**src/rtl/opram_fetch_if.sv**
```systemverilog
// Opcode stream to the decoder plus the read-side pin bundle of the 256x8 opcode RAM.
// The fetch master drives the RAM pins and the opcode stream; the slave side is decoder + RAM.
interface opram_fetch_if #(
    parameter int AW = 8,
    parameter int DW = 8
);
    logic          op_valid;
    logic          op_ready;
    logic [DW-1:0] op_data;
    logic [AW-1:0] op_addr;

    logic          ram_ce;
    logic          ram_oce;
    logic          ram_wre;
    logic          ram_reset;
    logic [AW-1:0] ram_ad;
    logic [DW-1:0] ram_dout;

    modport master (
        output op_valid, op_data, op_addr,
        output ram_ce, ram_oce, ram_wre, ram_reset, ram_ad,
        input  op_ready, ram_dout
    );

    modport slave (
        input  op_valid, op_data, op_addr,
        input  ram_ce, ram_oce, ram_wre, ram_reset, ram_ad,
        output op_ready, ram_dout
    );
endinterface

```
**src/rtl/opram_fetch.sv**
```systemverilog
// Opcode fetch master: walks a PC through the opcode RAM, captures read data one cycle
// after each issue and streams {addr, byte} to the decoder through a small output FIFO.
module opram_fetch #(
    parameter int            AW       = 8,
    parameter int            DW       = 8,
    parameter int            FDEPTH   = 2,
    parameter logic [AW-1:0] RESET_PC = '0
) (
    input  logic          clk,
    input  logic          reset,
    input  logic          run,
    input  logic          jump_en,
    input  logic [AW-1:0] jump_addr,
    opram_fetch_if.master bus
);
    localparam int PW = (FDEPTH > 1) ? $clog2(FDEPTH) : 1;
    localparam int CW = PW + 1;
    localparam logic [CW:0] FDEPTH_L = (CW+1)'(FDEPTH);

    typedef enum logic {IDLE, RUN} state_t;

    state_t           state_reg, state_next;
    logic [AW-1:0]    pc_reg;
    logic [AW-1:0]    ret_addr_reg;
    logic             inflight_reg;
    logic [CW-1:0]    count_reg;
    logic [PW-1:0]    rd_ptr_reg;
    logic [PW-1:0]    wr_ptr_reg;
    logic [AW+DW-1:0] fifo_reg [FDEPTH];

    logic             pop_req;
    logic             pop;
    logic             push;
    logic             issue;
    logic [CW:0]      level;
    logic [FDEPTH-1:0] wr_sel;

    // Occupancy the FIFO will reach once the pending return lands; uses the raw pop so the
    // issue decision never depends on jump_en (a jump suppresses issue anyway).
    assign pop_req = bus.op_valid & bus.op_ready;
    assign pop     = pop_req & ~jump_en;
    assign push    = inflight_reg & ~jump_en;
    assign level   = {1'b0, count_reg} + {{CW{1'b0}}, inflight_reg} - {{CW{1'b0}}, pop_req};

    always_comb begin
        state_next = state_reg;
        issue      = 1'b0;
        case (state_reg)
            IDLE: begin
                if (run) state_next = RUN;
            end
            RUN: begin
                if (!run) state_next = IDLE;
                issue = ~jump_en & (level < FDEPTH_L);
            end
            default: state_next = IDLE;
        endcase
    end

    always_ff @(posedge clk) begin
        if (reset) begin
            state_reg    <= IDLE;
            pc_reg       <= RESET_PC;
            ret_addr_reg <= '0;
            inflight_reg <= 1'b0;
            count_reg    <= '0;
            rd_ptr_reg   <= '0;
            wr_ptr_reg   <= '0;
        end else begin
            state_reg <= state_next;
            if (jump_en) begin
                pc_reg       <= jump_addr;
                inflight_reg <= 1'b0;
                count_reg    <= '0;
                rd_ptr_reg   <= '0;
                wr_ptr_reg   <= '0;
            end else begin
                inflight_reg <= issue;
                if (issue) begin
                    ret_addr_reg <= pc_reg;
                    pc_reg       <= pc_reg + AW'(1);
                end
                if (push) wr_ptr_reg <= wr_ptr_reg + PW'(1);
                if (pop)  rd_ptr_reg <= rd_ptr_reg + PW'(1);
                count_reg <= count_reg + CW'(push) - CW'(pop);
            end
        end
    end

    generate
        for (genvar gi = 0; gi < FDEPTH; gi++) begin : g_wr_sel
            assign wr_sel[gi] = push && (wr_ptr_reg == PW'(gi));
        end
    endgenerate

    // Entries are cleared on reset so op_data/op_addr read as zero out of reset.
    always_ff @(posedge clk) begin
        for (int i = 0; i < FDEPTH; i++) begin
            if (reset) begin
                fifo_reg[i] <= '0;
            end else if (wr_sel[i]) begin
                fifo_reg[i] <= {ret_addr_reg, bus.ram_dout};
            end
        end
    end

    assign bus.op_valid  = (count_reg != '0);
    assign bus.op_addr   = fifo_reg[rd_ptr_reg][AW+DW-1:DW];
    assign bus.op_data   = fifo_reg[rd_ptr_reg][DW-1:0];
    assign bus.ram_ce    = issue;
    assign bus.ram_ad    = pc_reg;
    assign bus.ram_oce   = 1'b1;
    assign bus.ram_wre   = 1'b0;
    assign bus.ram_reset = reset;
endmodule

```
**src/flat_wrapper.sv**
```systemverilog
// flat-port wrapper written by rule: the top's interface ports become plain ports
module opram_fetch_flat 
#(
    parameter int            AW       = 8,
    parameter int            DW       = 8,
    parameter int            FDEPTH   = 2,
    parameter logic [AW-1:0] RESET_PC = '0
)
  (clk, reset, run, jump_en, jump_addr, bus_op_valid, bus_op_data, bus_op_addr, bus_ram_ce, bus_ram_oce, bus_ram_wre, bus_ram_reset, bus_ram_ad, bus_op_ready, bus_ram_dout);
  opram_fetch_if #(.AW(AW), .DW(DW)) bus_i ();
  input  logic clk;
  input  logic reset;
  input  logic run;
  input  logic jump_en;
  input  logic [AW-1:0] jump_addr;
  output wire logic [$bits(bus_i.op_valid)-1:0] bus_op_valid;
  output wire logic [$bits(bus_i.op_data)-1:0] bus_op_data;
  output wire logic [$bits(bus_i.op_addr)-1:0] bus_op_addr;
  output wire logic [$bits(bus_i.ram_ce)-1:0] bus_ram_ce;
  output wire logic [$bits(bus_i.ram_oce)-1:0] bus_ram_oce;
  output wire logic [$bits(bus_i.ram_wre)-1:0] bus_ram_wre;
  output wire logic [$bits(bus_i.ram_reset)-1:0] bus_ram_reset;
  output wire logic [$bits(bus_i.ram_ad)-1:0] bus_ram_ad;
  input wire logic [$bits(bus_i.op_ready)-1:0] bus_op_ready;
  input wire logic [$bits(bus_i.ram_dout)-1:0] bus_ram_dout;
  assign bus_op_valid = bus_i.op_valid;
  assign bus_op_data = bus_i.op_data;
  assign bus_op_addr = bus_i.op_addr;
  assign bus_ram_ce = bus_i.ram_ce;
  assign bus_ram_oce = bus_i.ram_oce;
  assign bus_ram_wre = bus_i.ram_wre;
  assign bus_ram_reset = bus_i.ram_reset;
  assign bus_ram_ad = bus_i.ram_ad;
  assign bus_i.op_ready = bus_op_ready;
  assign bus_i.ram_dout = bus_ram_dout;
  opram_fetch #(.AW(AW), .DW(DW), .FDEPTH(FDEPTH), .RESET_PC(RESET_PC)) u_core (.clk(clk), .reset(reset), .run(run), .jump_en(jump_en), .jump_addr(jump_addr), .bus(bus_i));
endmodule
```
**config.mk**
```make
export PLATFORM = sky130hd
export DESIGN_NAME = opram_fetch_flat
export DESIGN_NICKNAME = d
export VERILOG_FILES = /design/src/rtl/opram_fetch_if.sv /design/src/rtl/opram_fetch.sv /design/src/flat_wrapper.sv
export SDC_FILE = /design/constraint.sdc
export NUM_CORES = 1
export LEC_CHECK = 0
export CAP_MARGIN = 20
export CELL_PAD_IN_SITES_DETAIL_PLACEMENT = 0
export CELL_PAD_IN_SITES_GLOBAL_PLACEMENT = 2
export CORE_AREA = 2 2 94 96
export DETAILED_ROUTE_END_ITERATION = 7
export DIE_AREA = 0 0 96 98
export PLACE_DENSITY_LB_ADDON = 0.2
export SYNTH_ARGS = -nofsm -noshare
export SYNTH_HDL_FRONTEND = slang
export SYNTH_SLANG_ARGS = --single-unit
```
**constraint.sdc**
```tcl
create_clock -name clk -period 4.45 [get_ports clk]
set_input_delay 0.6675 -clock clk [delete_from_list [all_inputs] [get_ports clk]]
set_output_delay 0.6675 -clock clk [all_outputs]
set_load 0.005 [all_outputs]
```
======== Yosys cells after proc, flatten, opt, wreduce, memory -nomap -nowiden ========
Memory sizes are Yosys's and may differ from the RTL's. A register that Yosys moved wholly into a read port is not among the register bits.
Index checks and enable logic that the tools add are counted.
word-level totals
  register bits after elaboration ......... 22
  input bits .............................. 21
  RAM bits ................................ 32
  memories ................................ 1
  word-level logic and storage cells ...... 46
cells by class
  magnitude comparators ................... 1
  multiplexer cells ....................... 16
  add/subtract/negate cells ............... 7
  reductions and logical operators ........ 6
  bitwise operators ....................... 8
memories
  memory           depth  width  rd ports  clocked after memory_dff  write ports  RTL line           source
  u_core.fifo_reg  2      16     1         1                         2            opram_fetch.sv:29  logic [AW+DW-1:0] fifo_reg [FDEPTH];
operators with widths
  kind                 count
  $mux 16              2
  $mux 8               2
  $mux 1               12
  $add 8x1->8 const B  1
  $and 1x1->1          4
  $reduce_bool 2->1    2
  $add 2x1->3          1
  $lt 3x2->1 const B   1
  $sub 3x1->3          1
  $add 1x1->1 const B  2
  $add 2x1->2          1
  $logic_and 1x1->1    2
  $not 1->1            2
  $or 1x1->1           2
  $reduce_and 2->1     1
  $reduce_or 2->1      1
  $sub 2x1->2          1

======== Depth between registers and ports, before layout ========
Gate-level depths: netlist of the first run.
  depth in word-level cells ............... 8
  depth in mapped cells ................... 11
  gate-level depth less buffers ........... 10

======== Worst setup path after synthesis of the first run ========
Ideal clock, no wire load.
  path type ............................... reg2out
  start ................................... reg u_core.count_reg[1]
  end ..................................... out bus_ram_ce
  stages on the path, launching flop included .. 10
  path slack .............................. 1532 ps
  arrival ................................. 2251 ps
  path through ............................ dfxtp_1 -> or2_2 -> nand2_1 -> inv_1 -> ha_1 -> nand2b_1 -> fa_1 -> xnor2_2 -> and3_1 -> buf_6
between the ends
  longest elaborated chain between the ends .. 6
  elaborated cells between the ends (all ways) .. 7
ends and longest elaborated chain
  element                 RTL line            source
  from (decl)             opram_fetch.sv:26   logic [CW-1:0] count_reg;
  from (signal assigned)  opram_fetch.sv:85   count_reg <= count_reg + CW'(push) - CW'(pop);
  $reduce_bool 2->1       opram_fetch.sv:107  assign bus.op_valid = (count_reg != '0);
  via bus_op_valid        flat_wrapper.sv:16  output wire logic [$bits(bus_i.op_valid)-1:0] bus_op_valid;
  $and 1x1->1             opram_fetch.sv:40   assign pop_req = bus.op_valid & bus.op_ready;
  $sub 3x1->3             opram_fetch.sv:43   assign level = {1'b0, count_reg} + {{CW{1'b0}}, inflight_reg} - {{CW{1'b0}}, pop_req};
  $lt 3x2->1              opram_fetch.sv:54   issue = ~jump_en & (level < FDEPTH_L);
  $and 1x1->1             opram_fetch.sv:54
  $mux 1                  opram_fetch.sv:48   case (state_reg)
  to (decl)               flat_wrapper.sv:19  output wire logic [$bits(bus_i.ram_ce)-1:0] bus_ram_ce;
The timed path passes the listed nets, and every way through them passes these cells.

======== Final worst setup path of the first run ========
  start ................................... in bus_op_ready
  end ..................................... out bus_ram_ce
between the ends
  longest elaborated chain between the ends .. 5
ends and longest elaborated chain
  element      RTL line            source
  from (decl)  flat_wrapper.sv:24  input wire logic [$bits(bus_i.op_ready)-1:0] bus_op_ready;
  $and 1x1->1  opram_fetch.sv:40
  $sub 3x1->3  opram_fetch.sv:43
  $lt 3x2->1   opram_fetch.sv:54
  $and 1x1->1  opram_fetch.sv:54
  $mux 1       opram_fetch.sv:48
Every way passes these cells.

==> metrics.txt, run 1 <==
worst-path fanout max 8; Post-Syn Area per Cell about 12 µm²; total grt overflow 0; Synth Instances 203; DR vias/cell 4.30; ys async rst share 0%; period utilisation layout 85.5%; syn nets around 230; Clock Tree Root clkbuf_8; Vias approximately 1,500; via count of the first global-routing pass around 1,600; Detail Route Antenna Nets 0; Max Freq 263 MHz; sequential share of power between 50% and 60%; Fin. Hold Viols 0; most instantiated cells after synthesis and2_1 (35), edfxtp_1 (32), dfxtp_1 (23), nor2_1 (19), mux2_2 (16); Skew-Pair Late Insertion Delay 0.29 ns; relative slew slack 51.9%; met2 usage between 10% and 20%; row count 34; number of flip-flops in the largest register 32; Net Sw Power 0.000200 W; met1 Usage GRT 14.6%; top post-synthesis cells by area edfxtp_1 (39%), dfxtp_1 (19%), and2_1 (8.9%), mux2_2 (7.3%), mux2i_1 (3.6%); CTS HTree Levels 2; share of the synthesized area in the top cell type about two fifths; CTS tree built; fin. max-slew vios 0; #FFs+latches synth 55; cells resized by post-CTS repair 0; crit path time final 3.81 ns; RSZ-0062 raised after global routing false; drt wl/cell 12.8 µm; Post-CTS Repair Setup Buffers 0; 1st-iter DRT viols 28; clock-pin transition on the worst setup and hold timing paths 0.09 ns; IO Pins 50; total CTS buffers 5; synthesized-area fraction occupied by and/or/nand/nor cells 17.0%; pwr dens 311 nW/µm²; busiest grt layer met2; Hold/Removal Path Class reg -> reg; Post-CTS Hold Fix Bufs 0; WP data required 3.78 ns; combinational share of power 9.0%; Antenna diodes 0; Mapped Area about 2500 µm²; dpl cell area 3020 µm²; area grow syn2layout 26.6%; Post-DP HPWL 3.08 mm; die area 9410 µm²; status finished, final reports clean; Synth Area in XOR/XNOR ~4.6%; Post-synth EDFFs 32; worst setup margin 0.644 ns; share of layout cells above drive strength 1 between 10% and 20%; Crit Path Class in -> out; Clock Path Buffers 2; Syn. warnings 0; drt pass-1 iters 4; clock share of power 32.7%; P_leak 1.16 nW; initial antenna violation count 0; largest net degree at the start of global routing 26; final wirelength 4.54 mm; dpl cells 347; gpl congestion about 0.68; Worst setup SP type input port; Post-Synth Adder-Cell Area approximately 2.8%; area leader, netlist edfxtp_1; Peak VDD IR 0.195 mV; combinational family with the most area after synthesis simple AND/OR/NAND/NOR gates; Die Ht 98 µm; Fillers 841; Total GRT Usage 10.6%; design area around 3100 µm²; Final Non-Filler Cells 354; Worst Tran Pin Value 0.721 ns; Sw Ratio 20.6%; port bufs 47; final core utilization 36.9%; initial core utilization a little under 30%; Die X 96 µm; complex-gate fraction of the synthesized area between 3 and 4%; Seq/Total Area, Yosys 57.6%; Final nets 272; DRC viols 0; met3 usage 2.78%; CTS Sinks 55; Synth Flop Type edfxtp_1; Max-Cap Viols 0; Int Power between 0.0007 and 0.0008 W; Core Footprint 8470 µm²; critical path capture point type output port; Setup TNS Final 0 ns; Setup WS pre-CTS 0.628 ns; synth unique cells 30; first-pass GRT wire length 7.76 mm; most frequent cell after synthesis and2_1; # setup viols final 0; WP data arrival around 3.1 ns; post-synthesis mux area share 10.9%; clock skew 0.00232 ns
==> layout by cell type, fill, tap and decap left out, types with 2 or more instances in the layout <==
| cell type | n |
|---|---|
| dfxtp_1 | 23 |
| edfxtp_1 | 32 |
| nor3_1 | 4 |
| conb_1 | 2 |
| clkdlybuf4s50_1 | 47 |
| a21o_1 | 2 |
| buf_4 | 2 |
| nand4_1 | 4 |
| and2_1 | 35 |
| nor2_1 | 19 |
| a211oi_1 | 8 |
| inv_1 | 5 |
| mux2i_1 | 9 |
| nand3_1 | 2 |
| and4_1 | 2 |
| xor2_1 | 8 |
| xnor2_1 | 3 |
| mux2_2 | 16 |
| clkbuf_8 | 5 |
| nor2b_1 | 2 |
| and3_1 | 3 |
| ha_1 | 4 |
==> cell type report <==
type	count	area, µm²	area share (%)
sequential	55	1420	45.5
inverter	6	22.5	0.721
clock inverter	2	37.5	1.20
tap	108	135	4.32
clock buffer	5	68.8	2.20
multi-input combinational	129	955	30.5
timing repair buffer	49	485	15.5
==> layer usage <==
layer,part of all wire [%],wire length (µm),vias up
met5,0,0,-
met4,0.40,18,0
met3,3.8,173,2
met2,45,2040,34
met1,51,2310,706
li1,-,-,781
==> critical path, cell delays in order <==
cell	delay [ns]
clkdlybuf4s50_1	0.40
nand2_1	0.11
inv_1	0.06
ha_1	0.25
nand2b_1	0.15
fa_1	0.40
xnor2_2	0.32
and3_1	0.25
clkdlybuf4s50_1	0.52
==> power groups by stage <==
stage / clock, W / sequential [W] / combinational, W
after floorplan: 0 / 0.000576 / 0.0000406
after global placement: 0 / 0.000579 / 0.0000892
after detailed placement: 0 / 0.000579 / 0.0000888
after CTS: 0.000333 / 0.000568 / 0.0000895
after global routing: 0.000356 / 0.000570 / 0.0000977
final: 0.000319 / 0.000567 / 0.0000876
==> kinds of logic (layout without fill, tap and decap cells) <==
logic type	after synthesis	in the layout
simple gates	75	75
compound gates	10	10
xor+xnor	12	12
mux	25	25
buf+inv	19	62
flops	55	55
fa+ha+maj	5	5
other cells	2	2
==> final timing paths <==
path         cells past startpoint                     end  slack, ns                   start
max                              9              bus_ram_ce       0.64            bus_op_ready
min                              2  u_core.ret_addr_reg[3]       0.51  u_core.ret_addr_reg[3]
max reg2reg                     11  u_core.ret_addr_reg[6]       1.58     u_core.count_reg[1]
min reg2reg                      2  u_core.ret_addr_reg[3]       0.51  u_core.ret_addr_reg[3]
==> stage by stage <==
| step | power, W | hold WS (ns) |
|---|---|---|
| after floorplan | 0.000616 | 0.466 |
| after global placement | 0.000668 | 0.484 |
| after detailed placement | 0.000668 | 0.497 |
| after CTS | 0.000990 | 0.524 |
| after global routing | 0.00102 | 0.573 |
| final | 0.000973 | 0.514 |
Note: power is estimated with default switching activity, not from simulation.
==> inputs of run 2 (changes only) <==
--- a/config.mk
+++ b/config.mk
@@ -11,7 +11,8 @@
 export CORE_AREA = 2 2 94 96
 export DETAILED_ROUTE_END_ITERATION = 7
 export DIE_AREA = 0 0 96 98
-export PLACE_DENSITY_LB_ADDON = 0.2
+export HOLD_SLACK_MARGIN = 0.03
+export PLACE_DENSITY_LB_ADDON = 0.1
 export SYNTH_ARGS = -nofsm -noshare
 export SYNTH_HDL_FRONTEND = slang
 export SYNTH_SLANG_ARGS = --single-unit
==> metrics.txt, run 2 (same netlist as run 1, synthesis figures left out) <==
status finished, final reports clean (unchanged); Die Ht 98 µm (unchanged); Post-CTS Repair Setup Buffers 0 (unchanged); total CTS buffers 5 (unchanged); max layer used met4 (unchanged); delay-heaviest family, CP buffers and inverters (unchanged); final wirelength 4.62 mm (was 4.54 mm); Worst setup SP type input port (unchanged); Net Sw Power 0.000209 W (was 0.000200 W); Core Footprint 8470 µm² (unchanged); Int Power 0.000718 W (was 0.000773 W); CTS tree built (unchanged); worst-path fanout max 8 (unchanged); port bufs 47 (unchanged); Critical-path top delay cell clkdlybuf4s50_1 (unchanged); Skew-Pair Late Insertion Delay 0.30 ns (was 0.29 ns); crit path to bus_ram_ce (unchanged); WL met1 2.17 mm (was 2.31 mm); Sw Ratio 22.5% (was 20.6%); Worst Path Buf+Inv 3 (unchanged); 1st-iter DRT viols 40 (was 28); gpl congestion 0.645 (was 0.678); critical path capture point type output port (unchanged); worst path cell trace clkdlybuf4s50_1 -> nand2_1 -> inv_1 -> ha_1 -> nand2b_1 -> fa_1 -> xnor2_2 -> and3_1 -> clkdlybuf4s50_1 (unchanged); share of layout cells above drive strength 1 11.3% (was 11.4%); CTS Sinks 55 (unchanged); worst setup margin 0.653 ns (was 0.644 ns); Reg2Reg Depth 11 (unchanged); # setup viols final 0 (unchanged); Fin. Hold Viols 0 (unchanged); WP data arrival 3.13 ns (was 3.14 ns); row count 34 (unchanged); Setup TNS Final 0 ns (unchanged); Antenna diodes 0 (unchanged); R2R setup slack 1.59 ns (was 1.58 ns); CTS HTree Levels 2 (unchanged); total grt overflow 0 (unchanged); WP data required 3.78 ns (about the same); P_leak 1.15 nW (was 1.16 nW); Crit Path Class in -> out (unchanged); Detail Route Antenna Nets 0 (unchanged); routed wire length on met3 245 µm (was 173 µm); worst setup path startpoint bus_op_ready (unchanged); Peak VDD IR 0.130 mV (was 0.195 mV); Post-DP HPWL 3.10 mm (was 3.08 mm); sequential share of power 61.2% (was 58.3%); period utilisation layout 85.3% (was 85.5%); fin. max-slew vios 0 (unchanged); relative slew slack 50.8% (was 51.9%); Vias 1,515 (was 1,523); Post-CTS Hold Fix Bufs 0 (unchanged); largest net degree at the start of global routing 26 (unchanged); first-pass GRT wire length 7.42 mm (was 7.76 mm); crit path time final 3.80 ns (was 3.81 ns); max incr delay on CP 0.51 ns (was 0.52 ns); end of the worst register-to-register path u_core.ret_addr_reg[4] (was u_core.ret_addr_reg[6]); Worst Tran Pin Value 0.737 ns (was 0.721 ns); WP depth 9 (unchanged); pwr dens 298 nW/µm² (was 311 nW/µm²); number of flip-flops in the largest register 32 (unchanged); area grow syn2layout 25.9% (was 26.6%); DR vias/cell 4.27 (was 4.30); Fillers 831 (was 841); clock share of power 29.4% (was 32.7%); Die X 96 µm (unchanged); cells resized by post-CTS repair 0 (unchanged); drt pass-1 iters 4 (unchanged); clock skew 0.00465 ns (was 0.00232 ns); initial antenna violation count 0 (unchanged); most frequent cells in the layout clkdlybuf4s50_1 (47), and2_1 (35), edfxtp_1 (32) (unchanged); drt wl/cell 13.0 µm (was 12.8 µm); Clock Tree Root clkbuf_8 (unchanged); Clock Path Buffers 2 (unchanged); most common cell after layout, fill and taps aside clkdlybuf4s50_1 (unchanged); CP dominant cell by count clkdlybuf4s50_1 (unchanged); combinational share of power 9.5% (was 9.0%); Total GRT Usage 10.2% (was 10.6%); Final nets 272 (unchanged); Max Freq 263 MHz (about the same); met2 WL post-DR 2.15 mm (was 2.04 mm); Hold/Removal Path Class reg -> reg (unchanged); IO Pins 50 (unchanged); clock-pin transition on the worst setup and hold timing paths 0.10 ns (was 0.09 ns); Max-Cap Viols 0 (unchanged); initial core utilization 29.2% (unchanged); Setup WS pre-CTS 0.627 ns (was 0.628 ns); via count of the first global-routing pass 1,482 (was 1,551); die area 9410 µm² (unchanged); worst r2r src u_core.count_reg[1] (unchanged); RSZ-0062 raised after global routing false (unchanged); DRC viols 0 (unchanged)
==> run 2: cell types whose count changed in the layout (fill, tap and decap cells not counted), sizes merged <==
cell,before,now
clkinv,1,3
bufinv,1,0
==> run 2: how the worst min path moves through the flow <==
stage / from / cells after the start / slack (ns) / endpoint
final: u_core.ret_addr_reg[1] / 2 / 0.51 / u_core.ret_addr_reg[1]
after global placement: u_core.ret_addr_reg[1] / 2 / 0.48 / u_core.ret_addr_reg[1]
after global routing: u_core.ret_addr_reg[2] / 2 / 0.55 / u_core.ret_addr_reg[2]
after detailed placement: u_core.ret_addr_reg[1] / 2 / 0.50 / u_core.ret_addr_reg[1]
after CTS: u_core.ret_addr_reg[4] / 2 / 0.53 / u_core.ret_addr_reg[4]
after floorplan: u_core.ret_addr_reg[0] / 2 / 0.47 / u_core.ret_addr_reg[0]
==> run 2: layout make-up <==
cell class                      instances  area [µm²]  area share, %
Multi-Input combinational cell        129         955           30.7
Inverter                                6        22.5          0.725
Clock buffer                            5        68.8           2.21
Tap cell                              108         135           4.35
Clock inverter                          3        20.0          0.644
Sequential cell                        55        1420           45.7
Timing Repair Buffer                   49         485           15.6
==> run 2: power groups by stage <==
stage	Sequential, W	Combinational [W]	Clock, W
2_1_floorplan	0.000576	0.0000406	0
3_3_place_gp	0.000579	0.0000897	0
4_1_cts	0.000568	0.0000896	0.000283
3_5_place_dp	0.000579	0.0000888	0
6_report	0.000567	0.0000880	0.000272
5_1_grt	0.000570	0.0000964	0.000302
==> run 2: worst min-delay path: stages (launching register included) <==
cell and delay, ns:
dfxtp_1 0.35, mux2i_1 0.07, nor2_1 0.07
==> run 2: layer usage <==
metal / track usage [%] / up-vias
li1: - / 779
met1: 13.1 / 696
met2: 16.5 / 36
met3: 3.16 / 4
met4: 2.97 / 0
met5: 0 / -
==> run 2: per-stage QoR <==
| step | hold slack (ns) | cells | utilization (%) | total power, W | cell area, µm² |
|---|---|---|---|---|---|
| 2_1_floorplan | 0.466 | 203 | - | 0.000616 | 2470 |
| 3_3_place_gp | 0.482 | 347 | 35.7 | 0.000669 | 3020 |
| 3_5_place_dp | 0.501 | 347 | 35.7 | 0.000668 | 3020 |
| 4_1_cts | 0.527 | 355 | 36.7 | 0.000940 | 3110 |
| 5_1_grt | 0.555 | 355 | 36.7 | 0.000968 | 3110 |
| 6_report | 0.515 | 355 | 36.7 | 0.000927 | 3110 |
